## config.mk

```make
export PLATFORM = sky130hd
export DESIGN_NAME = sync_fifo_flat
export DESIGN_NICKNAME = d
export VERILOG_FILES = /design/src/rtl/fifo_pkg.sv /design/src/rtl/sync_fifo_if.sv /design/src/rtl/fifo_ram.sv /design/src/rtl/sync_fifo.sv /design/src/flat_wrapper.sv
export SDC_FILE = /design/constraint.sdc
export NUM_CORES = 1
export LEC_CHECK = 0
export ABC_AREA = 1
export ABC_CLOCK_PERIOD_IN_PS = 2200
export BUFFER_PORTS_ARGS = -buffer_cell sky130_fd_sc_hd__buf_4
export CAP_MARGIN = 10
export CORE_ASPECT_RATIO = 0.8
export CORE_MARGIN = 3
export CORE_UTILIZATION = 55
export DETAILED_ROUTE_END_ITERATION = 7
export HOLD_SLACK_MARGIN = 0.05
export PLACE_DENSITY = 0.76
export SLEW_MARGIN = 20
export SYNTH_ARGS = -nofsm -noshare
export SYNTH_HDL_FRONTEND = slang
export SYNTH_SLANG_ARGS = --single-unit
```

## constraint.sdc

```tcl
create_clock -name wclk -period 2.2 [get_ports wclk]
set_input_delay 0.44 -clock wclk [delete_from_list [all_inputs] [get_ports wclk]]
set_output_delay 0.44 -clock wclk [all_outputs]
set_load 0.05 [all_outputs]
```

## src/rtl/fifo_pkg.sv

```systemverilog
// Shared constants and helpers for the synchronous FIFO slice.
package fifo_pkg;

  localparam int DEF_DATA_WIDTH = 8;
  localparam int DEF_ADDR_WIDTH = 4;
  localparam int DEF_AF_THRESH  = 14;
  localparam int DEF_AE_THRESH  = 2;

  // One extra wrap bit distinguishes full from empty when addresses match.
  function automatic int ptr_width(input int addr_width);
    return addr_width + 1;
  endfunction

endpackage

```

## src/rtl/sync_fifo_if.sv

```systemverilog
// Handshake and status bundle between a FIFO user (master) and the FIFO (slave).
interface sync_fifo_if
  import fifo_pkg::*;
#(
  parameter int DATA_WIDTH = DEF_DATA_WIDTH,
  parameter int ADDR_WIDTH = DEF_ADDR_WIDTH
);

  logic                  wr_en;
  logic [DATA_WIDTH-1:0] wdata;
  logic                  rd_en;
  logic [DATA_WIDTH-1:0] rdata;
  logic                  clr_err;
  logic                  full;
  logic                  empty;
  logic                  almost_full;
  logic                  almost_empty;
  logic [ADDR_WIDTH:0]   count;
  logic                  overflow;
  logic                  underflow;

  modport master (
    output wr_en, wdata, rd_en, clr_err,
    input  rdata, full, empty, almost_full, almost_empty, count, overflow, underflow
  );

  modport slave (
    input  wr_en, wdata, rd_en, clr_err,
    output rdata, full, empty, almost_full, almost_empty, count, overflow, underflow
  );

endinterface

```

## src/rtl/fifo_ram.sv

```systemverilog
// Flop-array storage: one synchronous write port, one asynchronous read port.
module fifo_ram
  import fifo_pkg::*;
#(
  parameter int DATA_WIDTH = DEF_DATA_WIDTH,
  parameter int ADDR_WIDTH = DEF_ADDR_WIDTH
) (
  input  logic                  clk,
  input  logic                  we,
  input  logic [ADDR_WIDTH-1:0] waddr,
  input  logic [DATA_WIDTH-1:0] wdata,
  input  logic [ADDR_WIDTH-1:0] raddr,
  output logic [DATA_WIDTH-1:0] rdata
);

  logic [DATA_WIDTH-1:0] mem [2**ADDR_WIDTH];

  always_ff @(posedge clk) begin
    if (we) mem[waddr] <= wdata;
  end

  assign rdata = mem[raddr];

endmodule

```

## src/rtl/sync_fifo.sv

```systemverilog
// Single-clock FIFO with registered status flags and sticky error flags.
// Define SYNC_FIFO_FWFT_EN for first-word-fall-through read data.
module sync_fifo
  import fifo_pkg::*;
#(
  parameter int DATA_WIDTH = DEF_DATA_WIDTH,
  parameter int ADDR_WIDTH = DEF_ADDR_WIDTH,
  parameter int AF_THRESH  = DEF_AF_THRESH,
  parameter int AE_THRESH  = DEF_AE_THRESH
) (
  input logic       wclk,
  input logic       wrst,
  sync_fifo_if.slave bus
);

  localparam int PW = ptr_width(ADDR_WIDTH);
  localparam logic [PW-1:0] DEPTH_CNT = PW'(2**ADDR_WIDTH);
  localparam logic [PW-1:0] AF_CNT    = PW'(AF_THRESH);
  localparam logic [PW-1:0] AE_CNT    = PW'(AE_THRESH);

  if (!(AE_THRESH < AF_THRESH && AF_THRESH <= 2**ADDR_WIDTH)) begin : g_param_chk
    $error("sync_fifo: thresholds must satisfy AE_THRESH < AF_THRESH <= 2**ADDR_WIDTH");
  end

  logic [PW-1:0]         wptr, rptr, count;
  logic [PW-1:0]         wptr_n, rptr_n, count_n;
  logic                  full, empty, almost_full, almost_empty;
  logic                  overflow, underflow;
  logic                  wr_acc, rd_acc;
  logic [DATA_WIDTH-1:0] ram_rdata;

  always_comb begin
    wr_acc  = bus.wr_en & ~full;
    rd_acc  = bus.rd_en & ~empty;
    wptr_n  = wr_acc ? wptr + PW'(1) : wptr;
    rptr_n  = rd_acc ? rptr + PW'(1) : rptr;
    count_n = wptr_n - rptr_n;
  end

  // Flags are registered from next-state count so they always match count.
  always_ff @(posedge wclk) begin
    if (!wrst) begin
      wptr         <= '0;
      rptr         <= '0;
      count        <= '0;
      full         <= 1'b0;
      empty        <= 1'b1;
      almost_full  <= 1'b0;
      almost_empty <= 1'b1;
      overflow     <= 1'b0;
      underflow    <= 1'b0;
    end else begin
      wptr         <= wptr_n;
      rptr         <= rptr_n;
      count        <= count_n;
      full         <= (count_n == DEPTH_CNT);
      empty        <= (count_n == '0);
      almost_full  <= (count_n >= AF_CNT);
      almost_empty <= (count_n <= AE_CNT);
      // A new error on the same edge as clr_err keeps the flag set.
      overflow     <= (bus.wr_en & full)  | (overflow  & ~bus.clr_err);
      underflow    <= (bus.rd_en & empty) | (underflow & ~bus.clr_err);
    end
  end

  fifo_ram #(
    .DATA_WIDTH (DATA_WIDTH),
    .ADDR_WIDTH (ADDR_WIDTH)
  ) u_ram (
    .clk   (wclk),
    .we    (wr_acc & wrst),
    .waddr (wptr[ADDR_WIDTH-1:0]),
    .wdata (bus.wdata),
    .raddr (rptr[ADDR_WIDTH-1:0]),
    .rdata (ram_rdata)
  );

`ifdef SYNC_FIFO_FWFT_EN
  // Head word is visible combinationally; masked to zero while empty.
  assign bus.rdata = empty ? '0 : ram_rdata;
`else
  // Stage p1: read data registered on the accepting edge, held otherwise.
  logic [DATA_WIDTH-1:0] rdata_p1;

  always_ff @(posedge wclk) begin
    if (!wrst)       rdata_p1 <= '0;
    else if (rd_acc) rdata_p1 <= ram_rdata;
  end

  assign bus.rdata = rdata_p1;
`endif

  assign bus.count        = count;
  assign bus.full         = full;
  assign bus.empty        = empty;
  assign bus.almost_full  = almost_full;
  assign bus.almost_empty = almost_empty;
  assign bus.overflow     = overflow;
  assign bus.underflow    = underflow;

endmodule

```

## src/flat_wrapper.sv

```systemverilog
// flat-port wrapper written by rule: the top's interface ports become plain ports
module sync_fifo_flat import fifo_pkg::*;
#(
  parameter int DATA_WIDTH = DEF_DATA_WIDTH,
  parameter int ADDR_WIDTH = DEF_ADDR_WIDTH,
  parameter int AF_THRESH  = DEF_AF_THRESH,
  parameter int AE_THRESH  = DEF_AE_THRESH
)
  (wclk, wrst, bus_wr_en, bus_wdata, bus_rd_en, bus_clr_err, bus_rdata, bus_full, bus_empty, bus_almost_full, bus_almost_empty, bus_count, bus_overflow, bus_underflow);
  sync_fifo_if #(.DATA_WIDTH(DATA_WIDTH), .ADDR_WIDTH(ADDR_WIDTH)) bus_i ();
  input logic wclk;
  input logic wrst;
  input wire logic [$bits(bus_i.wr_en)-1:0] bus_wr_en;
  input wire logic [$bits(bus_i.wdata)-1:0] bus_wdata;
  input wire logic [$bits(bus_i.rd_en)-1:0] bus_rd_en;
  input wire logic [$bits(bus_i.clr_err)-1:0] bus_clr_err;
  output wire logic [$bits(bus_i.rdata)-1:0] bus_rdata;
  output wire logic [$bits(bus_i.full)-1:0] bus_full;
  output wire logic [$bits(bus_i.empty)-1:0] bus_empty;
  output wire logic [$bits(bus_i.almost_full)-1:0] bus_almost_full;
  output wire logic [$bits(bus_i.almost_empty)-1:0] bus_almost_empty;
  output wire logic [$bits(bus_i.count)-1:0] bus_count;
  output wire logic [$bits(bus_i.overflow)-1:0] bus_overflow;
  output wire logic [$bits(bus_i.underflow)-1:0] bus_underflow;
  assign bus_i.wr_en = bus_wr_en;
  assign bus_i.wdata = bus_wdata;
  assign bus_i.rd_en = bus_rd_en;
  assign bus_i.clr_err = bus_clr_err;
  assign bus_rdata = bus_i.rdata;
  assign bus_full = bus_i.full;
  assign bus_empty = bus_i.empty;
  assign bus_almost_full = bus_i.almost_full;
  assign bus_almost_empty = bus_i.almost_empty;
  assign bus_count = bus_i.count;
  assign bus_overflow = bus_i.overflow;
  assign bus_underflow = bus_i.underflow;
  sync_fifo #(.DATA_WIDTH(DATA_WIDTH), .ADDR_WIDTH(ADDR_WIDTH), .AF_THRESH(AF_THRESH), .AE_THRESH(AE_THRESH)) u_core (.wclk(wclk), .wrst(wrst), .bus(bus_i));
endmodule
```

==> impl_metrics.env <==
export IMPL_wirelength_mm=16.0
export IMPL_netlist_top_cells_count="edfxtp_1, nor2_1, nand2_1"
export IMPL_cts_tree="built"
export IMPL_dp_hpwl_mm=9.89
export IMPL_num_io_pins=32
export IMPL_dpl_instance_area_sq_um=7020
export IMPL_cap_violations=0
export IMPL_crit_buf_inv=4
export IMPL_synth_cells=577
export IMPL_grt_start_max_net_pins=65
export IMPL_p_per_area_nw_per_um2=958
export IMPL_path_max_fanout=4
export IMPL_reg2reg_to="u_core.bus.almost_empty"
export IMPL_critPathLaunchType="register"
export IMPL_critPathCaptureType="register"
export IMPL_fp_dieArea_sq_um=13100
export IMPL_total_power_mw=7.38
export IMPL_critPathKind="reg -> reg"
export IMPL_clock_latency_ps=430
export IMPL_hold_path_class="in -> reg"
export IMPL_core_area_sq_um=11200
export IMPL_finalInstanceArea_sq_um=7700
export IMPL_synthTopCellsByArea="edfxtp_1, dfxtp_1, o21ai_0"
export IMPL_min_to="u_core.bus.underflow"
export IMPL_rr_worst_depth=14
export IMPL_hold_start="bus_clr_err"
export IMPL_synth_area_leader_cell="edfxtp_1"
export IMPL_yosysMostFrequentCell="edfxtp_1"
export IMPL_setup_tns_final_ps=0
export IMPL_fmax_mhz=469
export IMPL_utilization=0.688
export IMPL_grt_ovfl_total=0
export IMPL_numPortBuffers=31
export IMPL_cts_path_max_buffers=2
export IMPL_track_usage=0.256
export IMPL_antenna_cells=0
export IMPL_arrival_ps=2460
export IMPL_dp_cells=758
export IMPL_final_cells=791
export IMPL_drtPass1Iterations=5
export IMPL_synth_warning_count=0
export IMPL_htreeDepth=4
export IMPL_first_global_vias=4562
export IMPL_hold_depth=4
export IMPL_cts_root_buf="clkbuf_16"
export IMPL_final_nets=655
export IMPL_vias=4686
export IMPL_synthesis_area_sq_um=6460
export IMPL_gp_congestion=0.940
export IMPL_tightest_slew_ps=471
export IMPL_cts_inserted_buffers=17
export IMPL_path_cells="inv_1, ha_1, o21ai_2, buf_4, xnor2_1, ha_1, nor2_2, inv_1, nand3_1, nand3_1, nand3_1, nand3_2, nand2_1, inv_1"
export IMPL_worst_path_stages=14
export IMPL_ant_nets=0
export IMPL_grt_antenna_before_repair=0
export IMPL_cts_reportedPaths_clkPinSlew_ps=60
export IMPL_rsz0062_at_grt="true"
export IMPL_p_leak_nw=2.90
export IMPL_finalCritPeriodShare=0.970
export IMPL_cts_hold_buf=0
export IMPL_viasPerCell=5.92
export IMPL_regToRegStartpoint="u_core.wptr[1]"
export IMPL_fillers=792
export IMPL_status="complete, no violations"
export IMPL_max_stage_delay_ps=320
export IMPL_synth_seq_area_share=0.684
export IMPL_cp_top_family="simple AND/OR/NAND/NOR gates"
export IMPL_cts_sinks=157
export IMPL_synth_nets=598
export IMPL_chipHeight_microns=103
export IMPL_slew_viol_final=0
export IMPL_final_layout_size_suffix_gt1_frac=0.201
export IMPL_hold_viol_final=0
export IMPL_synth_edf_count=128
export IMPL_async_flop_share=0
export IMPL_r2r_slack_ps=70
export IMPL_drc=0
export IMPL_cp_required_ps=2530
export IMPL_skew_ps=6.68
export IMPL_ys_flop_type="edfxtp_1"
export IMPL_setup_viol=0
export IMPL_area_growth_syn_to_layout_pct=19.1
export IMPL_drt_initial_drc_count=609
export IMPL_post_drt_wl_per_cell_microns=20.2
export IMPL_period_needed_ps=2130
export IMPL_ys_seq_elements=157
export IMPL_synth_area_per_cell_sq_um=11.2
export IMPL_critPathSlowestCell="dfxtp_2"
export IMPL_slew_headroom=0.686
export IMPL_vdd_ir_drop_worst_mv=0.505
export IMPL_grt_pass1_wl_mm=24.6
export IMPL_synth_cell_types=29
export IMPL_initial_core_util=0.578
export IMPL_rows=34
export IMPL_synth_top_area_frac=0.595
export IMPL_die_x_microns=127
[worst max-delay path by stage]
stage | slack, ps | endpoint | startpoint
after global routing | -30 | u_core.bus.full | u_core.wptr[1]
after global placement | -20 | u_core.bus.almost_empty | bus_wr_en
final | 70 | u_core.bus.almost_empty | u_core.wptr[1]
after CTS | 20 | u_core.bus.almost_empty | u_core.wptr[0]
after detailed placement | -80 | u_core.bus.almost_empty | bus_wr_en
after floorplan | 30 | u_core.bus.almost_empty | u_core.bus.empty
[report_power, final]
part,total [mW],switching (mW),internal [mW]
registers,3.34,0.0452,3.30
logic,1.06,0.733,0.323
clock network,2.98,1.20,1.78
[area by class of cell]
class	count	area (sq um)	share of cell area
clock buffer	23	553	0.0718
clock inverter	9	67.6	0.00878
sequential	157	4430	0.575
inverter	32	120	0.0156
timing repair buffer	65	504	0.0655
multi-input combinational	361	1840	0.239
tap	144	180	0.0234
[kinds of logic after synthesis]
| logic type | count (synthesis) | share of synthesized area |
|---|---|---|
| buf+inv | 59 | 0.0352 |
| compound gates | 130 | 0.113 |
| flops | 157 | 0.684 |
| xor+xnor | 5 | 0.00794 |
| simple gates | 218 | 0.144 |
| fa+ha+maj | 8 | 0.0155 |
[worst reg2reg max path: cells and delay by family, from the launching register on]
kind	cells	cell delay, ps
AOI/OAI and AO/OA	1	150
xor gates and xnor gates	1	70
adders and majority gates	2	500
buffers and inverters	4	290
DFF	1	320
and+or+nand+nor	6	720
[timing repair]
item,in CTS,in global routing
pin swaps,0,6
setup endpoints to repair,6,7
gates resized for setup,2,13
setup buffers,0,1
[routing by layer]
metal	global-route usage	wire (microns)	part of all wire
met3	0.0834	1430	0.090
met1	0.329	6450	0.40
met2	0.415	7750	0.48
met5	0	0	0
met4	0.0915	352	0.022
[state kept, by name (all words and copies together) (netlist names)]
name                     cells
u_core.bus.empty             1
u_core.bus.almost_empty      1
u_core.bus.rdata             8
u_core.bus.underflow         1
u_core.rptr                  5
u_core.bus.overflow          1
u_core.bus.almost_full       1
u_core.u_ram.mem           128
u_core.bus.count             5
u_core.bus.full              1
u_core.wptr                  5
[cell usage in the layout (no fill, tap or decap), types with 3 or more instances in the layout]
cell type  count
nand2_2        7
nand3_2        3
buf_4         63
dfxtp_2        5
o21ai_0       74
nor2_1        95
ha_1           7
o221ai_1      14
clkinv_4       4
o22ai_1       18
nor3_1         4
edfxtp_1     128
a21oi_1       18
nand2_1       82
nor2_4         3
clkbuf_16     21
inv_1         24
dfxtp_1       24
nand3_1       19
inv_2          7
[per-stage QoR]
step | setup slack, ps | hold WS [ps]
floorplan | 25.0 | 539
global placement | -18.1 | 451
detailed placement | -77.0 | 456
CTS | 24.7 | 267
global route | -28.8 | 273
finish | 66.5 | 268
No activity file was read; power rests on OpenSTA's default activity.
